### src/rtl/mem_req_arbiter_pkg.sv
// mem_req_arbiter_pkg: shared types for the fetch/data memory request arbiter
package mem_req_arbiter_pkg;
  typedef logic [31:0] addr_t;
  typedef logic [31:0] word_t;
  typedef logic [3:0]  strobe_t;
  typedef enum logic [1:0] {IDLE, ISSUE, WAIT} state_e;
  typedef enum logic {SRC_I, SRC_D} src_e;
  typedef struct packed {
    addr_t   addr;
    logic    uncached;
    logic    write;
    strobe_t strobe;
    word_t   wdata;
    src_e    src;
  } req_t;
endpackage

### src/rtl/mem_req_arbiter_if.sv
// mem_req_arbiter_if: requester and downstream port bundle; slave is the arbiter view
interface mem_req_arbiter_if;
  import mem_req_arbiter_pkg::*;
  logic    i_valid;
  addr_t   i_addr;
  logic    i_done;
  word_t   i_rdata;
  logic    d_valid;
  addr_t   d_addr;
  logic    d_write;
  strobe_t d_strobe;
  word_t   d_wdata;
  logic    d_done;
  word_t   d_rdata;
  logic    out_valid;
  addr_t   out_addr;
  logic    out_uncached;
  logic    out_write;
  strobe_t out_strobe;
  word_t   out_wdata;
  logic    out_src;
  logic    out_ready;
  logic    out_done;
  word_t   out_rdata;
  modport slave (
    input  i_valid, i_addr, d_valid, d_addr, d_write, d_strobe, d_wdata,
    input  out_ready, out_done, out_rdata,
    output i_done, i_rdata, d_done, d_rdata,
    output out_valid, out_addr, out_uncached, out_write, out_strobe, out_wdata, out_src
  );
  modport master (
    output i_valid, i_addr, d_valid, d_addr, d_write, d_strobe, d_wdata,
    output out_ready, out_done, out_rdata,
    input  i_done, i_rdata, d_done, d_rdata,
    input  out_valid, out_addr, out_uncached, out_write, out_strobe, out_wdata, out_src
  );
endinterface

### src/rtl/mem_req_arbiter_trans_direct.sv
// trans_direct: direct-mapped MIPS address translation (kseg0/kseg1 folding, uncached classify)
module trans_direct
  import mem_req_arbiter_pkg::*;
(
  input  addr_t i_vaddr,
  input  logic  i_k0_uncached,
  output addr_t o_paddr,
  output logic  o_uncached
);
  logic w_kseg01;
  assign w_kseg01   = i_vaddr[31:30] == 2'b10;
  // kseg0/kseg1 both fold onto the low 512 MB, bit 28 selects 0x0 or 0x1
  assign o_paddr    = w_kseg01 ? {3'b000, i_vaddr[28:0]} : i_vaddr;
  assign o_uncached = (i_vaddr[31:29] == 3'b101) || ((i_vaddr[31:29] == 3'b100) && i_k0_uncached);
endmodule

### src/rtl/mem_req_arbiter.sv
// mem_req_arbiter: grants fetch or data access to one translated downstream memory port
module mem_req_arbiter
  import mem_req_arbiter_pkg::*;
#(
  parameter int unsigned STARVE_LIMIT = 4
) (
  input  logic               clk,
  input  logic               resetn,
  input  logic               k0_uncached,
  mem_req_arbiter_if.slave   bus
);
  localparam logic [3:0] LIMIT = 4'(STARVE_LIMIT);
  state_e     r_state, w_next;
  req_t       r_req;
  logic [3:0] r_streak;
  logic       w_any, w_grant, w_grant_d, w_complete, w_uncached, w_i_done, w_d_done;
  addr_t      w_vaddr, w_paddr;
  assign w_any     = bus.i_valid || bus.d_valid;
  assign w_grant   = (r_state == IDLE) && w_any;
  // data has priority until a pending fetch has watched LIMIT data grants in a row
  assign w_grant_d = bus.d_valid && !(bus.i_valid && r_streak == LIMIT);
  assign w_vaddr   = w_grant_d ? bus.d_addr : bus.i_addr;
  trans_direct u_trans (
    .i_vaddr       (w_vaddr),
    .i_k0_uncached (k0_uncached),
    .o_paddr       (w_paddr),
    .o_uncached    (w_uncached)
  );
  always_ff @(posedge clk or negedge resetn) begin
    if (!resetn) r_state <= IDLE;
    else         r_state <= w_next;
  end
  always_comb begin
    w_next     = r_state;
    w_complete = 1'b0;
    case (r_state)
      IDLE:    w_next = w_any ? ISSUE : IDLE;
      ISSUE: begin
        w_complete = bus.out_ready && bus.out_done;
        w_next     = bus.out_ready ? (bus.out_done ? IDLE : WAIT) : ISSUE;
      end
      WAIT: begin
        w_complete = bus.out_done;
        w_next     = bus.out_done ? IDLE : WAIT;
      end
      default: w_next = IDLE;
    endcase
  end
  always_ff @(posedge clk or negedge resetn) begin
    if (!resetn) begin
      r_req    <= '0;
      r_streak <= '0;
    end else if (w_grant) begin
      r_req    <= '{addr:     w_paddr,
                    uncached: w_uncached,
                    write:    w_grant_d && bus.d_write,
                    strobe:   w_grant_d ? bus.d_strobe : '0,
                    wdata:    w_grant_d ? bus.d_wdata : '0,
                    src:      w_grant_d ? SRC_D : SRC_I};
      r_streak <= (w_grant_d && bus.i_valid) ? ((r_streak == LIMIT) ? r_streak : r_streak + 4'd1) : '0;
    end
  end
  assign w_i_done         = w_complete && (r_req.src == SRC_I);
  assign w_d_done         = w_complete && (r_req.src == SRC_D);
  assign bus.i_done       = w_i_done;
  assign bus.d_done       = w_d_done;
  assign bus.i_rdata      = w_i_done ? bus.out_rdata : '0;
  assign bus.d_rdata      = w_d_done ? bus.out_rdata : '0;
  assign bus.out_valid    = r_state == ISSUE;
  assign bus.out_addr     = r_req.addr;
  assign bus.out_uncached = r_req.uncached;
  assign bus.out_write    = r_req.write;
  assign bus.out_strobe   = r_req.strobe;
  assign bus.out_wdata    = r_req.wdata;
  assign bus.out_src      = r_req.src;
endmodule

### src/flat_wrapper.sv
// flat-port wrapper written by rule: the top's interface ports become plain ports
module mem_req_arbiter_flat import mem_req_arbiter_pkg::*;
#(
  parameter int unsigned STARVE_LIMIT = 4
)
  (clk, resetn, k0_uncached, bus_i_valid, bus_i_addr, bus_d_valid, bus_d_addr, bus_d_write, bus_d_strobe, bus_d_wdata, bus_out_ready, bus_out_done, bus_out_rdata, bus_i_done, bus_i_rdata, bus_d_done, bus_d_rdata, bus_out_valid, bus_out_addr, bus_out_uncached, bus_out_write, bus_out_strobe, bus_out_wdata, bus_out_src);
  mem_req_arbiter_if bus_i ();
  input  logic clk;
  input  logic resetn;
  input  logic k0_uncached;
  input wire logic [$bits(bus_i.i_valid)-1:0] bus_i_valid;
  input wire logic [$bits(bus_i.i_addr)-1:0] bus_i_addr;
  input wire logic [$bits(bus_i.d_valid)-1:0] bus_d_valid;
  input wire logic [$bits(bus_i.d_addr)-1:0] bus_d_addr;
  input wire logic [$bits(bus_i.d_write)-1:0] bus_d_write;
  input wire logic [$bits(bus_i.d_strobe)-1:0] bus_d_strobe;
  input wire logic [$bits(bus_i.d_wdata)-1:0] bus_d_wdata;
  input wire logic [$bits(bus_i.out_ready)-1:0] bus_out_ready;
  input wire logic [$bits(bus_i.out_done)-1:0] bus_out_done;
  input wire logic [$bits(bus_i.out_rdata)-1:0] bus_out_rdata;
  output wire logic [$bits(bus_i.i_done)-1:0] bus_i_done;
  output wire logic [$bits(bus_i.i_rdata)-1:0] bus_i_rdata;
  output wire logic [$bits(bus_i.d_done)-1:0] bus_d_done;
  output wire logic [$bits(bus_i.d_rdata)-1:0] bus_d_rdata;
  output wire logic [$bits(bus_i.out_valid)-1:0] bus_out_valid;
  output wire logic [$bits(bus_i.out_addr)-1:0] bus_out_addr;
  output wire logic [$bits(bus_i.out_uncached)-1:0] bus_out_uncached;
  output wire logic [$bits(bus_i.out_write)-1:0] bus_out_write;
  output wire logic [$bits(bus_i.out_strobe)-1:0] bus_out_strobe;
  output wire logic [$bits(bus_i.out_wdata)-1:0] bus_out_wdata;
  output wire logic [$bits(bus_i.out_src)-1:0] bus_out_src;
  assign bus_i.i_valid = bus_i_valid;
  assign bus_i.i_addr = bus_i_addr;
  assign bus_i.d_valid = bus_d_valid;
  assign bus_i.d_addr = bus_d_addr;
  assign bus_i.d_write = bus_d_write;
  assign bus_i.d_strobe = bus_d_strobe;
  assign bus_i.d_wdata = bus_d_wdata;
  assign bus_i.out_ready = bus_out_ready;
  assign bus_i.out_done = bus_out_done;
  assign bus_i.out_rdata = bus_out_rdata;
  assign bus_i_done = bus_i.i_done;
  assign bus_i_rdata = bus_i.i_rdata;
  assign bus_d_done = bus_i.d_done;
  assign bus_d_rdata = bus_i.d_rdata;
  assign bus_out_valid = bus_i.out_valid;
  assign bus_out_addr = bus_i.out_addr;
  assign bus_out_uncached = bus_i.out_uncached;
  assign bus_out_write = bus_i.out_write;
  assign bus_out_strobe = bus_i.out_strobe;
  assign bus_out_wdata = bus_i.out_wdata;
  assign bus_out_src = bus_i.out_src;
  mem_req_arbiter #(.STARVE_LIMIT(STARVE_LIMIT)) u_core (.clk(clk), .resetn(resetn), .k0_uncached(k0_uncached), .bus(bus_i));
endmodule
### config.mk
export PLATFORM = sky130hd
export DESIGN_NAME = mem_req_arbiter_flat
export DESIGN_NICKNAME = d
export VERILOG_FILES = /design/src/rtl/mem_req_arbiter_pkg.sv /design/src/rtl/mem_req_arbiter_if.sv /design/src/rtl/mem_req_arbiter_trans_direct.sv /design/src/rtl/mem_req_arbiter.sv /design/src/flat_wrapper.sv
export SDC_FILE = /design/constraint.sdc
export NUM_CORES = 1
export LEC_CHECK = 0
export BUFFER_PORTS_ARGS = -buffer_cell sky130_fd_sc_hd__buf_2
export CAP_MARGIN = 20
export CORE_AREA = 2 2 108 110
export CTS_CLUSTER_SIZE = 24
export DETAILED_ROUTE_END_ITERATION = 16
export DIE_AREA = 0 0 110 112
export PLACE_DENSITY = 0.7
export SLEW_MARGIN = 10
export SYNTH_ARGS = -nofsm -noshare
export SYNTH_HDL_FRONTEND = slang
export SYNTH_HIERARCHICAL = 1
export SYNTH_SLANG_ARGS = --single-unit
### constraint.sdc
create_clock -name clk -period 2.5 [get_ports clk]
set_clock_uncertainty 0.05 [all_clocks]
set_input_delay 0 -clock clk [delete_from_list [all_inputs] [get_ports clk]]
set_output_delay 0 -clock clk [all_outputs]
set_load 0.02 [all_outputs]
==> key figures <==
Clocking
  • Clock latency on the worst-skew pair: roughly 330 ps
  • Root Buffer: clkbuf_16
  • H-tree levels: 3
  • Cts bufs inserted: 9
  • Clock tree from TritonCTS: yes
  • Maximum buffer depth of the clock tree: 2
  • Sinks on the clock net: 77
  • Clock transition at path regs: about 60 ps

Setup path
  • Source of the worst register-to-register timing path: u_core/r_streak[0]$_DFFE_PN0P_
  • Data arrival time at the worst-slack endpoint: 2250 ps
  • Max stage delay on crit path: 410 ps
  • Nature of the critical path endpoint: flop
  • Cell type with the highest occurrence count on the critical path: mux2_2
  • Maximum fanout along the worst path: 16
  • Critical-path cell with the highest stage delay: dfrtp_1
  • Worst Path Class, Setup: reg2reg
  • Cell-by-cell trace of the critical path: inv_1 > ha_1 > nand4b_4 > nand2_2 > buf_4 > mux2_2 > mux2_2
  • Worst endpoint required time: 2660 ps
  • Start point of the critical path: u_core/r_streak[0]$_DFFE_PN0P_
  • Type of origin of the critical path: flop

Die
  • Std-Cell Rows: 39
  • Std-Cell Core Area: roughly 11000 sq um
  • Die Span Y: ~110 um
  • Die X: 110 um
  • Initial core utilization: 0.362
  • Count of pins on the block boundary: between 200 and 300
  • Die Outline Area: 12300 sq um

STA
  • Final number of max-transition violations: 0
  • Time the worst path needs with I/O delays and setup: approximately 2100 ps
  • RSZ-0062 raised after global routing: no
  • Setup violations, final: 0
  • Max Clk Rate: 0.478 GHz
  • Worst slew margin relative to its limit: 0.363
  • Worst-case hold slack: 14.2 ps
  • Fraction of the cycle the final worst path needs: 0.837
  • Number of endpoints with negative hold slack in the final report: 0
  • Final-layout setup total negative slack: 0 ps
  • Slew @ Worst Pin: roughly 960 ps
  • Worst Slack Setup Final: approximately 410 ps

Finish
  • Number of nets at the end of the flow: ~800
  • Fraction of layout instances using a drive strength above 1: 0.548
  • Most common cell after layout, fill and taps aside: buf_2
  • Area of all placed cells without fillers: approximately 6600 sq um
  • Leading cell types in the layout, fill and taps excluded: 276 x buf_2, 95 x dlygate4sd3_1, 77 x dfrtp_1
  • Area Overhead vs Synth: 63.3%

Placement
  • Port Buf Inserts: 277
  • Detailed-placement wirelength estimate: a little under 9 mm
  • Placement Setup Slack: 426 ps
  • Area after detailed placement: 5350 sq um
  • Global placement routability congestion: approximately 0.86

Logic synthesis
  • Number of library cell types mapped by synthesis: 32
  • Post-Syn Area per Cell: 12.0 sq um
  • Post-synthesis register bit count: just under 80
  • Net count after synthesis: between 400 and 500
  • Yosys top cell area share: 0.476
  • Synthesis Warnings: 6
  • Biggest area consumer among synthesized cells: dfrtp_1
  • Mapped Cells: around 340
  • Portion of the post-synthesis area used by sequential elements: 0.476
  • Synth top area cells: dfrtp_1 48%, mux2_2 18%, and2_1 9.9%
  • Area of the mapped netlist: 4050 sq um

Detailed routing
  • Routed via count: just under 4000
  • DRC errors left: 0
  • Wirelength, routed: around 13 mm
  • Average wire per standard cell: approximately 16 um
  • Via density per instance: between 4 and 5
  • DRC violation total after the first TritonRoute iteration: between 150 and 200
  • First-pass DRT Iterations: 4
  • Routed Antenna Nets: 0

Pwr
  • Static leakage power: ~3.5 nW
  • Total power: around 0.0067 W
  • PD cells: between 1000 and 1500 nW/um^2
  • Largest voltage drop on the vdd net: roughly 0.00051 V

Flow run
  • Max-cap viol count: 0

Global route
  • Number of global-route vias before repair: 4204
  • Pin count of the biggest net entering global routing: 78
  • Initial antenna violation count: 2
  • Overall global routing resource usage: 0.216
  • Global-route wire length before repair: between 20 and 25 mm
  • GRT Residual Overflow: 0

Worst hold path
  • Worst min-delay path class: in2reg
  • Hold Startpoint: bus_d_addr[12]

Outcome
  • Outcome: finished clean
flip-flops by register name, indices dropped and copies added, names as in the netlist:
signal,count
u_core/bus.out_strobe,4
u_core/bus.out_uncached,1
u_core/bus.out_wdata,32
u_core/bus.out_write,1
u_core/bus.out_src,1
u_core/bus.out_addr,32
u_core/r_state,2
u_core/r_streak,4
worst max-delay path, delay by kind of cell, from the launching register on:
family / cells / cell delay, ps
mux: 2 / 640
flops: 1 / 410
buf+inv: 2 / 370
simple gates: 2 / 300
fa+ha+maj: 1 / 200
cell usage after synthesis:
| cell | n |
|---|---|
| a21o_1 | 1 |
| a21oi_1 | 2 |
| a22o_1 | 37 |
| a22oi_1 | 1 |
| and2_1 | 64 |
| and2_2 | 1 |
| and2_4 | 1 |
| and3_4 | 1 |
| and4b_1 | 1 |
| buf_2 | 8 |
| buf_4 | 32 |
| buf_6 | 3 |
| clkbuf_1 | 8 |
| dfrtp_1 | 77 |
| ha_1 | 6 |
| inv_1 | 4 |
| mux2_2 | 65 |
| mux2i_1 | 1 |
| nand2_1 | 4 |
| nand2_2 | 1 |
| nand2b_1 | 2 |
| nand2b_4 | 1 |
| nand3_1 | 2 |
| nand3b_1 | 1 |
| nand4_1 | 1 |
| nand4b_4 | 1 |
| nor2_1 | 2 |
| nor2b_1 | 1 |
| nor3_1 | 2 |
| nor3b_1 | 1 |
| o21ai_0 | 4 |
| o21ai_2 | 1 |
timing repair:
item                      4_1_cts  5_1_grt
hold buffers                   95        0
resized for setup               0        0
setup buffers                   0        0
hold endpoints to repair      146        0
final cells by class:
type	instances	area (sq um)
fillers	892	4570
clock buffers	10	229
clock inverters	6	70.1
diodes	2	5.00
repair buffers	379	2400
flip-flops and latches	77	1930
inverters	4	15.0
multi-input cells	205	1780
well taps	143	179
power by group:
group	switching (W)	total (W)	leakage, nW	internal, W
Clock	0.000516	0.00130	0.136	0.000780
Sequential	0.000341	0.00219	0.953	0.00185
Combinational	0.00183	0.00318	2.43	0.00135
final timing paths:
kind                            slack, ps  cells past startpoint                              endpoint
worst min register to register        450                      1  u_core/bus.out_wdata[29]$_DFFE_PN0P_
worst max register to register        410                      7   u_core/bus.out_addr[15]$_DFFE_PN0P_
worst max-delay path                  410                      7   u_core/bus.out_addr[15]$_DFFE_PN0P_
worst min-delay path                   10                      3   u_core/bus.out_addr[12]$_DFFE_PN0P_
max in group asynchronous            1470                      2  u_core/bus.out_strobe[1]$_DFFE_PN0P_
min in group asynchronous             310                      2    u_core/bus.out_addr[5]$_DFFE_PN0P_
metal layers:
layer | GRT usage | wire length [um]
met2 | 0.403 | 7030
met3 | 0.0556 | 1100
met4 | 0.132 | 599
met5 | 0 | 0
met1 | 0.204 | 4650
per-stage QoR:
| stage | cells | utilization |
|---|---|---|
| final | 826 | 0.591 |
| after global routing | 826 | 0.591 |
| after CTS | 824 | 0.591 |
| after detailed placement | 713 | 0.479 |
| after global placement | 712 | 0.477 |
| after floorplan | 337 | - |
logic make-up (layout without fill, tap and decap cells):
logic type               count (synthesis)  in the layout  share of synthesized area
multiplexers                            66             66                      0.183
AO/OA/AOI/OAI                           46             46                     0.0934
buffers and inverters                   55            399                     0.0888
flip-flops                              77             77                      0.476
adder cells (fa/ha/maj)                  6              6                     0.0186
AND/OR/NAND/NOR                         87             87                      0.140
other                                    0              2                          0
(Power assumes the default switching activity.)
